### src/rtl/truth_table_sequencer_pkg.sv
// Shared types and constants for the truth-table sequencer: FSM encoding,
// vector/counter widths and the per-vector compare helper.
package tt_seq_pkg;

    localparam int NUM_VECTORS = 16;
    localparam int IDX_W       = 4;
    localparam int CNT_W       = 5;

    localparam logic [IDX_W-1:0] LAST_IDX = 4'd15;

    typedef enum logic [1:0] {
        IDLE   = 2'd0,
        APPLY  = 2'd1,
        SAMPLE = 2'd2,
        FINISH = 2'd3
    } state_t;

    // True when the sampled output disagrees with the golden bit for this vector.
    function automatic logic vec_mismatch(
        input logic                   f,
        input logic [NUM_VECTORS-1:0] tbl,
        input logic [IDX_W-1:0]       idx
    );
        return (f != tbl[idx]);
    endfunction

endpackage

### src/rtl/truth_table_sequencer_settle_timer.sv
// Dwell counter: loaded with SETTLE_CYCLES-1, counts down while enabled and
// flags expiry when it reaches zero.
module settle_timer #(
    parameter int unsigned SETTLE_CYCLES = 1
) (
    input  logic clk,
    input  logic rst_n,
    input  logic load,
    input  logic en,
    output logic expire
);

    localparam logic [7:0] LOAD_VAL = 8'(SETTLE_CYCLES - 1);

    logic [7:0] count_r;

    // Down-counter register; saturates at zero.
    always_ff @(posedge clk or negedge rst_n) begin
        if (!rst_n) begin
            count_r <= 8'd0;
        end else if (load) begin
            count_r <= LOAD_VAL;
        end else if (en && (count_r != 8'd0)) begin
            count_r <= count_r - 8'd1;
        end else begin
            count_r <= count_r;
        end
    end

    // Expiry decode.
    always_comb begin
        expire = (count_r == 8'd0);
    end

endmodule

### src/rtl/truth_table_sequencer.sv
// Sweeps a 4-input circuit through all 16 vectors, captures its output and
// compares it against a golden truth table latched at start.
module truth_table_sequencer
    import tt_seq_pkg::*;
#(
    parameter int unsigned SETTLE_CYCLES = 1
) (
    input  logic                   clk,
    input  logic                   rst_n,
    input  logic                   start,
    input  logic                   abort,
    input  logic [NUM_VECTORS-1:0] expected,
    input  logic                   F,
    output logic                   A,
    output logic                   B,
    output logic                   C,
    output logic                   D,
    output logic                   busy,
    output logic                   done,
    output logic [NUM_VECTORS-1:0] captured,
    output logic [CNT_W-1:0]       mismatch_count,
    output logic [IDX_W-1:0]       first_fail,
    output logic                   pass
);

    state_t                 state_r, state_s;
    logic [IDX_W-1:0]       index_r, index_s;
    logic [IDX_W-1:0]       vec_r, vec_s;
    logic [NUM_VECTORS-1:0] golden_r;
    logic [NUM_VECTORS-1:0] captured_s;
    logic [CNT_W-1:0]       count_s;
    logic [IDX_W-1:0]       first_s;
    logic                   pass_s;
    logic                   load_s, accept_s, sample_s, miss_s, expire_s;

    settle_timer #(
        .SETTLE_CYCLES (SETTLE_CYCLES)
    ) u_settle_timer (
        .clk    (clk),
        .rst_n  (rst_n),
        .load   (load_s),
        .en     (state_r == APPLY),
        .expire (expire_s)
    );

    // Next-state and vector index; abort outranks everything, including start in IDLE.
    always_comb begin
        state_s  = state_r;
        index_s  = index_r;
        load_s   = 1'b0;
        accept_s = 1'b0;
        sample_s = 1'b0;
        case (state_r)
            IDLE: begin
                if (start && !abort) begin
                    accept_s = 1'b1;
                    load_s   = 1'b1;
                    index_s  = {IDX_W{1'b0}};
                    state_s  = APPLY;
                end else begin
                    state_s = IDLE;
                end
            end
            APPLY: begin
                if (abort) begin
                    state_s = IDLE;
                end else if (expire_s) begin
                    state_s = SAMPLE;
                end else begin
                    state_s = APPLY;
                end
            end
            SAMPLE: begin
                if (abort) begin
                    state_s = IDLE;
                end else begin
                    sample_s = 1'b1;
                    if (index_r == LAST_IDX) begin
                        state_s = FINISH;
                    end else begin
                        state_s = APPLY;
                        index_s = index_r + 4'd1;
                        load_s  = 1'b1;
                    end
                end
            end
            FINISH: begin
                state_s = IDLE;
            end
            default: begin
                state_s = IDLE;
            end
        endcase
        if (state_s == IDLE) begin
            index_s = {IDX_W{1'b0}};
        end else begin
            index_s = index_s;
        end
    end

    // Result datapath; results survive abort and only clear on an accepted start.
    always_comb begin
        captured_s = captured;
        count_s    = mismatch_count;
        first_s    = first_fail;
        pass_s     = pass;
        miss_s     = vec_mismatch(F, golden_r, index_r);
        if (accept_s) begin
            captured_s = {NUM_VECTORS{1'b0}};
            count_s    = {CNT_W{1'b0}};
            first_s    = {IDX_W{1'b0}};
            pass_s     = 1'b0;
        end else if (sample_s) begin
            captured_s[index_r] = F;
            if (miss_s) begin
                if (count_s == 5'd0) begin
                    first_s = index_r;
                end else begin
                    first_s = first_s;
                end
                count_s = count_s + 5'd1;
            end else begin
                count_s = count_s;
            end
            if (state_s == FINISH) begin
                pass_s = (count_s == 5'd0);
            end else begin
                pass_s = pass_s;
            end
        end else begin
            pass_s = pass_s;
        end
        if ((state_s == APPLY) || (state_s == SAMPLE)) begin
            vec_s = index_s;
        end else begin
            vec_s = {IDX_W{1'b0}};
        end
    end

    // State and output registers; every output comes straight from a flop.
    always_ff @(posedge clk or negedge rst_n) begin
        if (!rst_n) begin
            state_r        <= IDLE;
            index_r        <= {IDX_W{1'b0}};
            vec_r          <= {IDX_W{1'b0}};
            golden_r       <= {NUM_VECTORS{1'b0}};
            captured       <= {NUM_VECTORS{1'b0}};
            mismatch_count <= {CNT_W{1'b0}};
            first_fail     <= {IDX_W{1'b0}};
            pass           <= 1'b0;
            busy           <= 1'b0;
            done           <= 1'b0;
        end else begin
            state_r        <= state_s;
            index_r        <= index_s;
            vec_r          <= vec_s;
            golden_r       <= accept_s ? expected : golden_r;
            captured       <= captured_s;
            mismatch_count <= count_s;
            first_fail     <= first_s;
            pass           <= pass_s;
            busy           <= (state_s != IDLE);
            done           <= (state_s == FINISH);
        end
    end

    assign {A, B, C, D} = vec_r;

endmodule

### config.mk
export PLATFORM = sky130hd
export DESIGN_NAME = truth_table_sequencer
export DESIGN_NICKNAME = d
export VERILOG_FILES = /design/src/rtl/truth_table_sequencer_pkg.sv /design/src/rtl/truth_table_sequencer_settle_timer.sv /design/src/rtl/truth_table_sequencer.sv
export SDC_FILE = /design/constraint.sdc
export NUM_CORES = 1
export LEC_CHECK = 0
export CELL_PAD_IN_SITES_DETAIL_PLACEMENT = 1
export CELL_PAD_IN_SITES_GLOBAL_PLACEMENT = 1
export CORE_ASPECT_RATIO = 0.8
export CORE_MARGIN = 2
export CORE_UTILIZATION = 42
export CTS_CLUSTER_DIAMETER = 60
export DETAILED_ROUTE_END_ITERATION = 8
export GPL_TIMING_DRIVEN = 0
export PLACE_DENSITY = 0.82
export REMOVE_ABC_BUFFERS = 1
export SLEW_MARGIN = 0
export SYNTH_ARGS = -nofsm -noshare
export SYNTH_HDL_FRONTEND = slang
export SYNTH_SLANG_ARGS = --single-unit
export TNS_END_PERCENT = 30
### constraint.sdc
create_clock -name clk -period 3.1 [get_ports clk]
set_clock_uncertainty 0.15 [all_clocks]
set_input_delay 0.775 -clock clk [delete_from_list [all_inputs] [get_ports clk]]
set_output_delay 0.775 -clock clk [all_outputs]
set_load 0.05 [all_outputs]
=== Word-level counts from Yosys, hierarchy flattened ===
Index checks and enable logic that the tools add are counted.

* Add/sub/neg operators: 3
* $mul: 0
* Divide/modulo/power cells: 0
* Order comparisons: 2
* Equality and inequality tests: 8
* Shift-type cells: 0
* Multiplexer cells: 40
* Bitwise operators: 0
* Reductions and logical operators: 19

{| class="wikitable"
|+ Operator list
! operator !! count
|-
| $mux 4 || 9
|-
| $mux 16 || 2
|-
| $mux 5 || 5
|-
| $bwmux 16 || 1
|-
| $mux 8 || 2
|-
| $mux 1 || 12
|-
| $reduce_bool 2->1 || 6
|-
| $logic_not 5->1 || 2
|-
| $eq 2x2->1 const B || 4
|-
| $logic_not 8->1 || 1
|-
| $mux 2 || 4
|-
| $pmux 2 s4 || 1
|-
| $pmux 4 s2 || 1
|-
| $reduce_bool 8->1 || 1
|-
| $sub 8x1->8 const B || 1
|-
| $add 5x1->5 const B || 1
|-
| $lt 4x5->1 const B || 1
|-
| $add 4x1->4 const B || 1
|-
| $bmux 1 s4 || 1
|-
| $demux 1 s4 || 1
|-
| $eq 2x1->1 const B || 2
|-
| $eq 4x4->1 const B || 1
|-
| $ge 4x1->1 const B || 1
|-
| $logic_not 2->1 || 2
|-
| 7 further kinds || 9
|}

* Register bits after elaboration: 62
* Bits in latches: 0
* Bits in writable memories: 0
* ROM bits: 0
* Output and inout port bits: 32
* Logic and storage cells: 83
* Memories kept: 0

=== Depth between registers and ports, before layout ===
* Depth in word-level cells: 10
* Mapped depth: 12
* Mapped depth without buffers: 12

=== By module ===
Synthesis repeated with hierarchy kept, for this count alone.

* Cell total of the unflattened synthesis: 310
* Area, all modules: 3,049.2 um^2

{| class="wikitable"
|+ Modules (own cells, without submodules)
! module !! instances !! cells each !! area an instance (um^2) !! sequential area each (um^2)
|-
| truth_table_sequencer || 1 || 262 || 2,587.5 || 1,351.3
|-
| settle_timer || 1 || 48 || 461.7 || 200.2
|}

=== Worst setup path before layout ===
No wires, ideal clock.

* Path kind: input to register
* Start: in abort
* End: reg pass
* Arrival time: 2.868 ns
* Setup slack: 0.004 ns
* Cell stages on the path: 10
* Path buffers: 1
* Cells stage by stage: nor3b_1 > clkbuf_1 > nor2_1 > o21a_1 > inv_1 > ha_1 > nand2_1 > a2111o_1 > a222oi_1 > o21bai_1

* Word-level cells in the longest chain between the ends: 7
* Elaborated cells between the ends (all ways): 15
* Classes of those cells: 1 x eq/ne; 9 x mux; 5 x reduce/logical

{| class="wikitable"
|+ RTL lines
! what !! RTL line !! RTL
|-
| start, declared || truth_table_sequencer.sv:11 || <nowiki>input logic abort,</nowiki>
|-
| $logic_not 1->1 || truth_table_sequencer.sv:55 || <nowiki>if (start && !abort) begin</nowiki>
|-
| $logic_and 1x1->1 || truth_table_sequencer.sv:55 ||
|-
| $mux 1 || truth_table_sequencer.sv:55 ||
|-
| $pmux 2 s4 (*) || truth_table_sequencer.sv:53 || <nowiki>case (state_r)</nowiki>
|-
| via state_s[0] || truth_table_sequencer.sv:26 || <nowiki>state_t state_r, state_s;</nowiki>
|-
| $eq 2x2->1 (*) || truth_table_sequencer.sv:125 || <nowiki>if (state_s == FINISH) begin</nowiki>
|-
| $reduce_bool 2->1 (no line) (*) || -- ||
|-
| $reduce_and 2->1 (no line) (*) || -- ||
|-
| end signal, assigned || truth_table_sequencer.sv:161 || <nowiki>pass <= pass_s;</nowiki>
|-
| end, declared || truth_table_sequencer.sv:23 || <nowiki>output logic pass</nowiki>
|}

Mark *: on every way through the listed nets, which the timed path passes. The rest lies on a longest branch.
A chain may end at the register's enable or synchronous reset.

=== Final worst setup path ===
* Start: in start
* End: reg pass

* Word-level cells in the longest chain between the ends: 6
* Elaborated cells between the ends (all ways): 10
* Classes of those cells: 1 x eq/ne; 5 x mux; 4 x reduce/logical

{| class="wikitable"
|+ RTL lines
! what !! RTL line !! RTL
|-
| start, declared || truth_table_sequencer.sv:10 || <nowiki>input logic start,</nowiki>
|-
| $logic_and 1x1->1 || truth_table_sequencer.sv:55 ||
|-
| $mux 1 || truth_table_sequencer.sv:55 ||
|-
| $pmux 2 s4 || truth_table_sequencer.sv:53 ||
|-
| via state_s[0] || truth_table_sequencer.sv:26 ||
|-
| $eq 2x2->1 || truth_table_sequencer.sv:125 ||
|-
| $reduce_bool 2->1 (no line) || -- ||
|-
| $reduce_and 2->1 (no line) || -- ||
|}

The timed path passes the listed nets, and every way through them passes these cells.

==> results.json <==
{
  "irDropWorstVdd_uv": 278,
  "worstSkewPairLatency_ns": 0.35,
  "maxSlewViolCount": 0,
  "clock-sinks": 62,
  "min_period_ns": 2.98,
  "async_reset_ff_share_pct": 100,
  "drive_gt1_share_pct": 19.7,
  "final_cell_mix": "60 x dfrtp_1, 49 x clkdlybuf4s50_1, 32 x nor2_1, 22 x mux2i_1",
  "drc": 0,
  "initial_utilization_pct": 42.9,
  "nets": 387,
  "ys_warn_count": 0,
  "synth_flop_cell": "dfrtp_1",
  "path_clk_slew_ns": 0.07,
  "nFillCells": 775,
  "routed_wirelength_um": 8540,
  "crit_fanout": 5,
  "min_path_type": "reg -> reg",
  "multiInputGateArea_sq_um": 1520,
  "tns_ns": 0,
  "die_y_um": 81.3,
  "setup_viol": 0,
  "cp-end-kind": "register",
  "drt-met1-wl_um": 3750,
  "layout_commonest_cell": "dfrtp_1",
  "timing.final.crit_share_pct": 96.3,
  "fin_util_pct": 56.3,
  "slew_headroom_pct": 46.7,
  "die_x_um": 101,
  "grt_use_total_pct": 22.2,
  "p_leak_nw": 1.88,
  "root_buffer": "clkbuf_8",
  "h-tree-depth": 3,
  "crit_path_top_delay_cell": "clkdlybuf4s50_1",
  "dr_wl_met3_um": 422,
  "vias_per_cell": 5.57,
  "critPathBufInv": 3,
  "top_layer": "met4",
  "n_antenna_cell": 0,
  "grt_max_degree": 63,
  "ys_seq_area_share_pct": 49.4,
  "tightest_slew_ns": 0.800,
  "numCtsBuffers": 9,
  "grt_pass1_vias": 2575,
  "cts.path.max_buffers": 2,
  "seqCellArea_sq_um": 1550,
  "cap_viol_max_count": 0,
  "vias": 2513,
  "avgSynthCellArea_sq_um": 10.8,
  "syn_area_sq_um": 3140,
  "route.antenna.remaining_nets": 0,
  "path_common_cell": "nand2_2",
  "worstPathArrival_ns": 3.11,
  "hold_viol_final": 0,
  "grt_first_pass_wirelength_um": 13500,
  "wl_met2_um": 4250,
  "wl_per_cell_um": 18.9,
  "worst_path_largest_cell_delay_ns": 0.47,
  "cts_tree": "done",
  "r2r_slack_ns": 0.15,
  "cp-start-kind": "input pin",
  "dr.pass1.iters": 4,
  "place_congestion": 0.861,
  "cp_cell_sequence": "clkdlybuf4s50_1, nand2_2, nor2_4, clkbuf_16, nor2_1, o21a_1, inv_1, ha_2, nand2_2, a2111o_1, a222oi_1, o21bai_1",
  "placement_rows": 28,
  "gr-total-overflow": 0,
  "antenna_found_initial": 0,
  "synthCells": 290,
  "critPathRequiredTime_ns": 3.22,
  "synth-edff-count": 0,
  "worst_path_dominant_cell_family": "compound AO/OA/AOI/OAI gates",
  "dieArea_sq_um": 8190,
  "core_sq_um": 7320,
  "drt-initial-drc-count": 125,
  "ys_types": 48,
  "top_level_ports": 53,
  "cellPowerDensity_nw_per_um2": 611,
  "max_freq_ghz": 0.335,
  "crit_type": "in -> reg",
  "ys_ff_latch": 62,
  "area.growth.synth_to_final_pct": 31.3,
  "port_buffers": 52,
  "place_hpwl_um": 5530,
  "status": "finished, final reports clean"
}
report_power, final:
part	total [mW]	switching (mW)	internal [mW]	leakage [nW]
Sequential	1.06	0.112	0.952	0.816
Combinational	0.670	0.342	0.328	0.957
Clock	0.786	0.335	0.451	0.106
logic make-up (layout without fill, tap and decap cells):
group	Yosys count	count (layout)	synth area share, %
AO/OA/AOI/OAI	34	34	7.33
XOR/XNOR	8	8	2.23
adder cells (fa/ha/maj)	10	10	3.99
buffers and inverters	24	95	3.47
flip-flops	62	62	49.4
multiplexers	45	45	17.1
AND/OR/NAND/NOR	107	107	16.4
cells in the mapped netlist, types with 3 or more instances:
| library cell | number | area (sq um) |
|---|---|---|
| xor2_1 | 3 | 26.3 |
| clkbuf_1 | 7 | 26.3 |
| o21ai_0 | 8 | 40.0 |
| nor2b_1 | 3 | 18.8 |
| ha_1 | 10 | 125 |
| dfrtp_1 | 62 | 1550 |
| inv_1 | 12 | 45.0 |
| xnor2_1 | 5 | 43.8 |
| nand2_1 | 21 | 78.8 |
| buf_2 | 3 | 15.0 |
| mux4_2 | 4 | 90.1 |
| nand2b_1 | 3 | 18.8 |
| and2_1 | 7 | 43.8 |
| mux2i_1 | 22 | 220 |
| nor2_1 | 34 | 128 |
| a21oi_1 | 5 | 25.0 |
| nor3_1 | 5 | 25.0 |
| mux2_2 | 17 | 191 |
| a31oi_1 | 3 | 18.8 |
| nand3_1 | 19 | 95.1 |
| nand4_1 | 3 | 18.8 |
worst paths after layout:
check / cells past startpoint / from / endpoint
min in group asynchronous: 1 / rst_n / golden_r[0]$_DFFE_PN0P_
setup / recovery: 12 / start / pass$_DFFE_PN0P_
hold reg to reg: 1 / golden_r[11]$_DFFE_PN0P_ / golden_r[11]$_DFFE_PN0P_
hold / removal: 1 / golden_r[11]$_DFFE_PN0P_ / golden_r[11]$_DFFE_PN0P_
max in group asynchronous: 1 / rst_n / index_r[1]$_DFF_PN0_
setup reg to reg: 9 / index_r[2]$_DFF_PN0_ / pass$_DFFE_PN0P_
per-stage QoR:
stage / total power [mW] / cell area, sq um / hold slack (ns) / std cells / setup slack [ns]
floorplan: 1.47 / 3080 / 0.325 / 278 / -1.08
global placement: 1.62 / 3710 / 0.336 / 420 / -2.95
detailed placement: 1.68 / 3760 / 0.342 / 422 / -0.977
CTS: 2.51 / 4050 / 0.358 / 442 / 0.00102
global route: 2.67 / 4120 / 0.378 / 451 / -0.0185
finish: 2.52 / 4120 / 0.351 / 451 / 0.115
per-layer routing:
metal / up-vias / GRT usage, %
met5: - / 0
met4: 0 / 6.03
met3: 16 / 7.57
met2: 68 / 36.5
met1: 1277 / 28.2
li1: 1152 / -
registers in the layout, summed over array words and instances (netlist names):
signal                  cells
captured                   16
index_r                     4
pass                        1
busy                        1
golden_r                   16
vec_r                       4
done                        1
first_fail                  4
mismatch_count              5
state_r                     2
u_settle_timer.count_r      8
final cells by class:
cell class	count	share of cell area (%)
Multi-Input combinational cell	204	36.9
Tap cell	90	2.73
Timing Repair Buffer	67	16.4
Clock inverter	6	2.09
Sequential cell	62	37.7
Inverter	12	1.09
Clock buffer	10	3.10
what timing repair did:
action,4_1_cts,5_1_grt
pin swaps,3,3
hold buffers,0,0
buffers inserted,3,9
endpoints found under the setup margin,6,1
gates resized for setup,7,7
gates cloned,1,0
Note: power is estimated with default switching activity, not from simulation.
==> variant 1: new RTL, config.mk and constraints unchanged <==
Register the inputs `start`, `abort`, `expected` and `F` before use, cleared by the reset. The logic sees them one clock later.
--- a/src/rtl/truth_table_sequencer.sv
+++ b/src/rtl/truth_table_sequencer.sv
@@ -22,6 +22,25 @@
     output logic [IDX_W-1:0]       first_fail,
     output logic                   pass
 );
+
+    logic start_q;
+    logic abort_q;
+    logic [NUM_VECTORS-1:0] expected_q;
+    logic F_q;
+
+    always_ff @(posedge clk or negedge rst_n) begin
+        if (!rst_n) begin
+            start_q    <= '0;
+            abort_q    <= '0;
+            expected_q <= '0;
+            F_q        <= '0;
+        end else begin
+            start_q    <= start;
+            abort_q    <= abort;
+            expected_q <= expected;
+            F_q        <= F;
+        end
+    end
 
     state_t                 state_r, state_s;
     logic [IDX_W-1:0]       index_r, index_s;
@@ -52,7 +71,7 @@
         sample_s = 1'b0;
         case (state_r)
             IDLE: begin
-                if (start && !abort) begin
+                if (start_q && !abort_q) begin
                     accept_s = 1'b1;
                     load_s   = 1'b1;
                     index_s  = {IDX_W{1'b0}};
@@ -62,7 +81,7 @@
                 end
             end
             APPLY: begin
-                if (abort) begin
+                if (abort_q) begin
                     state_s = IDLE;
                 end else if (expire_s) begin
                     state_s = SAMPLE;
@@ -71,7 +90,7 @@
                 end
             end
             SAMPLE: begin
-                if (abort) begin
+                if (abort_q) begin
                     state_s = IDLE;
                 end else begin
                     sample_s = 1'b1;
@@ -104,14 +123,14 @@
         count_s    = mismatch_count;
         first_s    = first_fail;
         pass_s     = pass;
-        miss_s     = vec_mismatch(F, golden_r, index_r);
+        miss_s     = vec_mismatch(F_q, golden_r, index_r);
         if (accept_s) begin
             captured_s = {NUM_VECTORS{1'b0}};
             count_s    = {CNT_W{1'b0}};
             first_s    = {IDX_W{1'b0}};
             pass_s     = 1'b0;
         end else if (sample_s) begin
-            captured_s[index_r] = F;
+            captured_s[index_r] = F_q;
             if (miss_s) begin
                 if (count_s == 5'd0) begin
                     first_s = index_r;
@@ -154,7 +173,7 @@
             state_r        <= state_s;
             index_r        <= index_s;
             vec_r          <= vec_s;
-            golden_r       <= accept_s ? expected : golden_r;
+            golden_r       <= accept_s ? expected_q : golden_r;
             captured       <= captured_s;
             mismatch_count <= count_s;
             first_fail     <= first_s;
Function: changed (Yosys sat finds a counterexample within 4 cycles, from zero or initial values and one cycle with rst_n low).
==> variant 1 against the original RTL <==
Via count fell by 4.9%. Final area grew 9.0%. Non-clock buffer count shrank 7. Sequential cell count increased by 19. Worst setup slack improved by 0.17 ns. Routed wire length is 8.8% lower. Synthesized area increased by 16%. Critical path type is now flip-flop to flip-flop. Largest cell class unchanged. Highest routed layer unchanged.
Power is not compared: it rests on default switching activity, and its combinational part moved more than twofold at a synthesized area within 25%.
==> variant 1: results (changes against the original RTL) <==
| Metric | Value |
|---|---|
| Status | `finished, final reports clean` |
| Largest regs | `captured: 16 flops, expected_q: 16 flops, golden_r: 16 flops` |
| Clock transition at path regs | `0.09 ns (+0.02 ns)` |
| Avg WL per Cell | `16.67 µm (-12%)` |
| Largest net degree at the start of global routing | `66 (+4.8%)` |
| CP peak stage delay | `0.63 ns (+0.16 ns)` |
| Register area share after synthesis | `55.65% (+6.2 points)` |
| Ranking of synthesized cells by area | `dfrtp_1, mux2i_1, mux2_2, ha_1, nor2_1` |
| Worst Hold Class | `input port to asynchronous set/reset pin` |
| Detail Placement HPWL | `5.504 mm (-0.51%)` |
| Top post-synthesis cells by count | `dfrtp_1, nor2_1, mux2i_1, mux2_2, nand3_1` |
| Dpl cells | `451 (+6.9%)` |
| Post-Place Worst Slack | `0.3026 ns (+1.279 ns)` |
| TritonCTS buffer count | `9 (unchanged)` |
| Smallest hold slack | `0.1212 ns (-0.2302 ns)` |
| Vias in the first global route | `2620 (+1.7%)` |
| Critical Path Fanout Max | `9 (+4)` |
| Compound-gate portion of the synthesized area | `3.916% (-3.4 points)` |
| GPL Wtd Cong | `0.7678 (-11%)` |
| R2R Path End | `first_fail[2]` |
| Slew headroom | `55.70% (+9.0 points)` |
| Netlist cell types | `46 (-4.2%)` |
| Post-Layout Cell Count | `467 (+3.5%)` |
| Crit path max-delay cell type | `dfrtp_1` |
| R2R setup slack | `0.29 ns (+0.14 ns)` |
| All-Layer GR Usage | `18.47% (-3.7 points)` |
| DR vias | `2389 (-4.9%)` |
| Layout cell share with drive strength beyond 1 | `16.06% (-3.6 points)` |
| Adder-cell share of the synthesized area | `3.435% (-0.55 points)` |
| First-pass GRT wire length | `13.22 mm (-1.9%)` |
| Area share of xor/xnor cells in the synthesized design | `1.443% (-0.79 points)` |
| CTS max path bufs | `2 (unchanged)` |
| Postcts setup bufs | `0 (-3)` |
| Largest delay contributor family on the critical path | `multiplexers` |
| DRT iter0 DRCs | `83 (-34%)` |
| Placement Cell Area | `4300 µm² (+14%)` |
| Cts repair resizes | `0 (-7)` |
| Post-synthesis mux area share | `17.24% (+0.11 points)` |
| Reg-to-Reg Start | `index_r[0]` |
| Worst Path Arrival | `2.91 ns (-0.20 ns)` |
| Reg2Reg Depth | `6 (-3)` |
| Layout Nets | `381 (-1.6%)` |
| Fillers | `870 (+12%)` |
| Post-Synthesis Cells | `294 (+1.4%)` |
| Setup tns final | `0 ns (unchanged)` |
-- variant 1: cell count changes after synthesis, moves of 4 or more --
cell	change
nor2_1	-6
dfrtp_1	+19
nand2_1	-12
mux2i_1	+4
-- variant 1: routing by layer --
| layer | vias up | share of wire [%] | global-route usage (%) |
|---|---|---|---|
| met4 | 0 | 1.3 | 5.828 |
| met1 | 1197 | 47 | 23.72 |
| met3 | 10 | 3.6 | 5.086 |
| met5 | - | 0 | 0 |
| met2 | 52 | 48 | 30.59 |
| li1 | 1130 | - | - |
-- variant 1: cell type report --
cell class | count | area [µm²] | share of cell area [%]
flip-flops and latches | 81 | 2027 | 45.11
inverters | 12 | 45.04 | 1.003
repair buffers | 60 | 609.3 | 13.56
multi-input cells | 186 | 1479 | 32.92
well taps | 112 | 140.1 | 3.119
clock buffers | 10 | 137.6 | 3.063
clock inverters | 6 | 55.05 | 1.225
-- variant 1: where the power goes --
group	total [W]	switching [W]	internal, W	leakage (nW)
logic	0.000253	0.000124	0.000129	0.901
clock network	0.000753	0.000423	0.000330	0.0998
registers	0.00116	0.0000416	0.00112	1.05
-- variant 1: how the worst max path moves through the flow --
stage	to	startpoint	slack, ns	cells past startpoint
3_5_place_dp	first_fail[3]	index_r[0]	0.30	6
4_1_cts	first_fail[2]	index_r[0]	0.25	6
3_3_place_gp	pass	abort_q	-5.42	9
2_1_floorplan	pass	abort_q	-2.59	9
6_report	first_fail[2]	index_r[0]	0.29	6
5_1_grt	first_fail[3]	index_r[0]	0.18	6
-- variant 1: cell families after synthesis --
group / after synthesis
xor+xnor: 6
simple gates: 96
fa+ha+maj: 10
flops: 81
compound gates: 22
mux: 52
buf+inv: 27
==> variant 2: new RTL, same settings <==
Without the edit above. Change the package constant `NUM_VECTORS` from 16 to 32.
--- a/src/rtl/truth_table_sequencer_pkg.sv
+++ b/src/rtl/truth_table_sequencer_pkg.sv
@@ -2,7 +2,7 @@
 // vector/counter widths and the per-vector compare helper.
 package tt_seq_pkg;
 
-    localparam int NUM_VECTORS = 16;
+    localparam int NUM_VECTORS = 32;
     localparam int IDX_W       = 4;
     localparam int CNT_W       = 5;
 
Interface: changed (resized captured and expected); port bits go from 53 to 85. The function was not compared with the original's and may differ.
==> variant 2 against the original RTL <==
Die area is 0.27% higher. Core utilization shrank 1.8 points. Final area down 3.2%. Routed wire length decreased by 7.6%. Power decreased by 1.4%. Synthesized area rose by 0.28%. Count of clock-buffer cells in the layout increased by 2. Worst setup slack better by 0.011 ns. Combinational power rose by 6.4%. Non-clock buffer count decreased by 10. Sequential cell count is the same. Largest power group unchanged. Highest routed layer unchanged.
==> variant 2: results (changes against the original RTL) <==
| Metric | Value |
|---|---|
| Area share of xor/xnor cells in the synthesized design | `2.504% (+0.27 points)` |
| Clk pwr | `0.000685 W (-13%)` |
| Util after Layout | `54.48% (-1.8 points)` |
| Status | `finished, final reports clean` |
| First-pass GRT wire length | `13.10 mm (-2.9%)` |
| DRT iter0 DRCs | `99 (-21%)` |
| Fillers | `828 (+6.8%)` |
| Clock-cell share | `4.862% (-0.33 points)` |
| Sequential fraction of design power | `43.7% (+1.5 points)` |
| Net Sw Frac | `35.80% (+4.5 points)` |
| Comb_multi_in | `235 (+15%)` |
| Primary FF master, synth | `dfrtp_1` |
| All-Layer GR Usage | `20.88% (-1.3 points)` |
| Postcts setup bufs | `1 (-2)` |
| Lkg Pwr | `1.936 nW (+3.0%)` |
| Vias per std cell | `5.218 (-6.4%)` |
| Detail Placement HPWL | `5.337 mm (-3.5%)` |
| Antenna violations before repair | `0 (unchanged)` |
| Layout Nets | `424 (+9.6%)` |
| Fin crit period | `2.974 ns (-0.01109 ns)` |
| Layout cell share with drive strength beyond 1 | `10.21% (-9.5 points)` |
| Vias in the first global route | `2623 (+1.9%)` |
| Peak supply drop | `0.0002911 V (+4.6%)` |
| Non-clock buffers | `57 (-15%)` |
| Largest delay contributor family on the critical path | `multiplexers` |
| Tightest Pin Transition | `0.7999 ns (+0.0002368 ns)` |
| Reg2Reg Depth | `6 (-3)` |
| CP peak stage delay | `0.58 ns (+0.11 ns)` |
| Mean Syn Cell Area | `9.776 µm² (-9.7%)` |
| Netlist cell types | `44 (-8.3%)` |
| Crit path max-delay cell type | `mux4_1` |
| Largest net degree at the start of global routing | `38 (-40%)` |
| Avg WL per Cell | `16.72 µm (-12%)` |
| Post-synthesis mux area share | `9.817% (-7.3 points)` |
| Worst-skew pair later-pin latency | `0.35 ns (about the same)` |
| Top post-synthesis cells by count | `dfrtp_1, nand2_1, nor2_1, nand3_1, mux2i_1` |
| Seq cells | `62 (unchanged)` |
| Fraction of area in multi-input gates | `37.61% (+0.67 points)` |
| Clk_buf instances | `12 (+2)` |
| Placement Cell Area | `3712 µm² (-1.2%)` |
| Worst Hold Class | `input port to asynchronous set/reset pin` |
| R2R setup slack | `0.13 ns (-0.02 ns)` |
| Register area share after synthesis | `49.28% (-0.14 points)` |
| Seq area share | `38.96% (+1.3 points)` |
| Ranking of synthesized cells by area | `dfrtp_1, nand2_1, mux2i_1, nor2_1, ha_1` |
| Compound-gate portion of the synthesized area | `4.889% (-2.4 points)` |
| Adder-cell share of the synthesized area | `3.975% (-0.011 points)` |
| Buffer share of cell area | `14.62% (-1.7 points)` |
==> variant 2: changes by cell type in the layout (fill, tap and decap cells not counted), sizes merged, moves of 3 or more <==
cell   unedited run  this run
mux2             17         1
mux2i            24        17
and2              8         5
nand4             3         6
nand2            21        58
a31oi             3         0
nor2             34        38
buf              14         6
conb              0        16
==> variant 2: stage by stage <==
step,setup WS [ns],std cells,setup TNS (ns)
detailed placement,-0.9409,453,-9.802
finish,0.1262,472,0
global placement,-1.706,450,-121.62
CTS,0.01502,471,0
floorplan,-0.2809,308,-1.559
global route,-0.02163,472,-0.02163
==> variant 2: cells by family (layout without fill, tap and decap cells) <==
family,count (synthesis),in the layout
compound gates,23,23
xor+xnor,9,9
fa+ha+maj,10,10
buf+inv,41,85
flops,62,62
mux,23,23
other cells,1,16
simple gates,153,154
==> variant 2: layer usage <==
layer,routed length (µm),vias to the layer above,GRT usage [%]
li1,-,1167,-
met1,3681,1227,26.99
met2,3790,58,34.27
met3,351,11,6.979
met4,69,0,4.932
met5,0,-,0
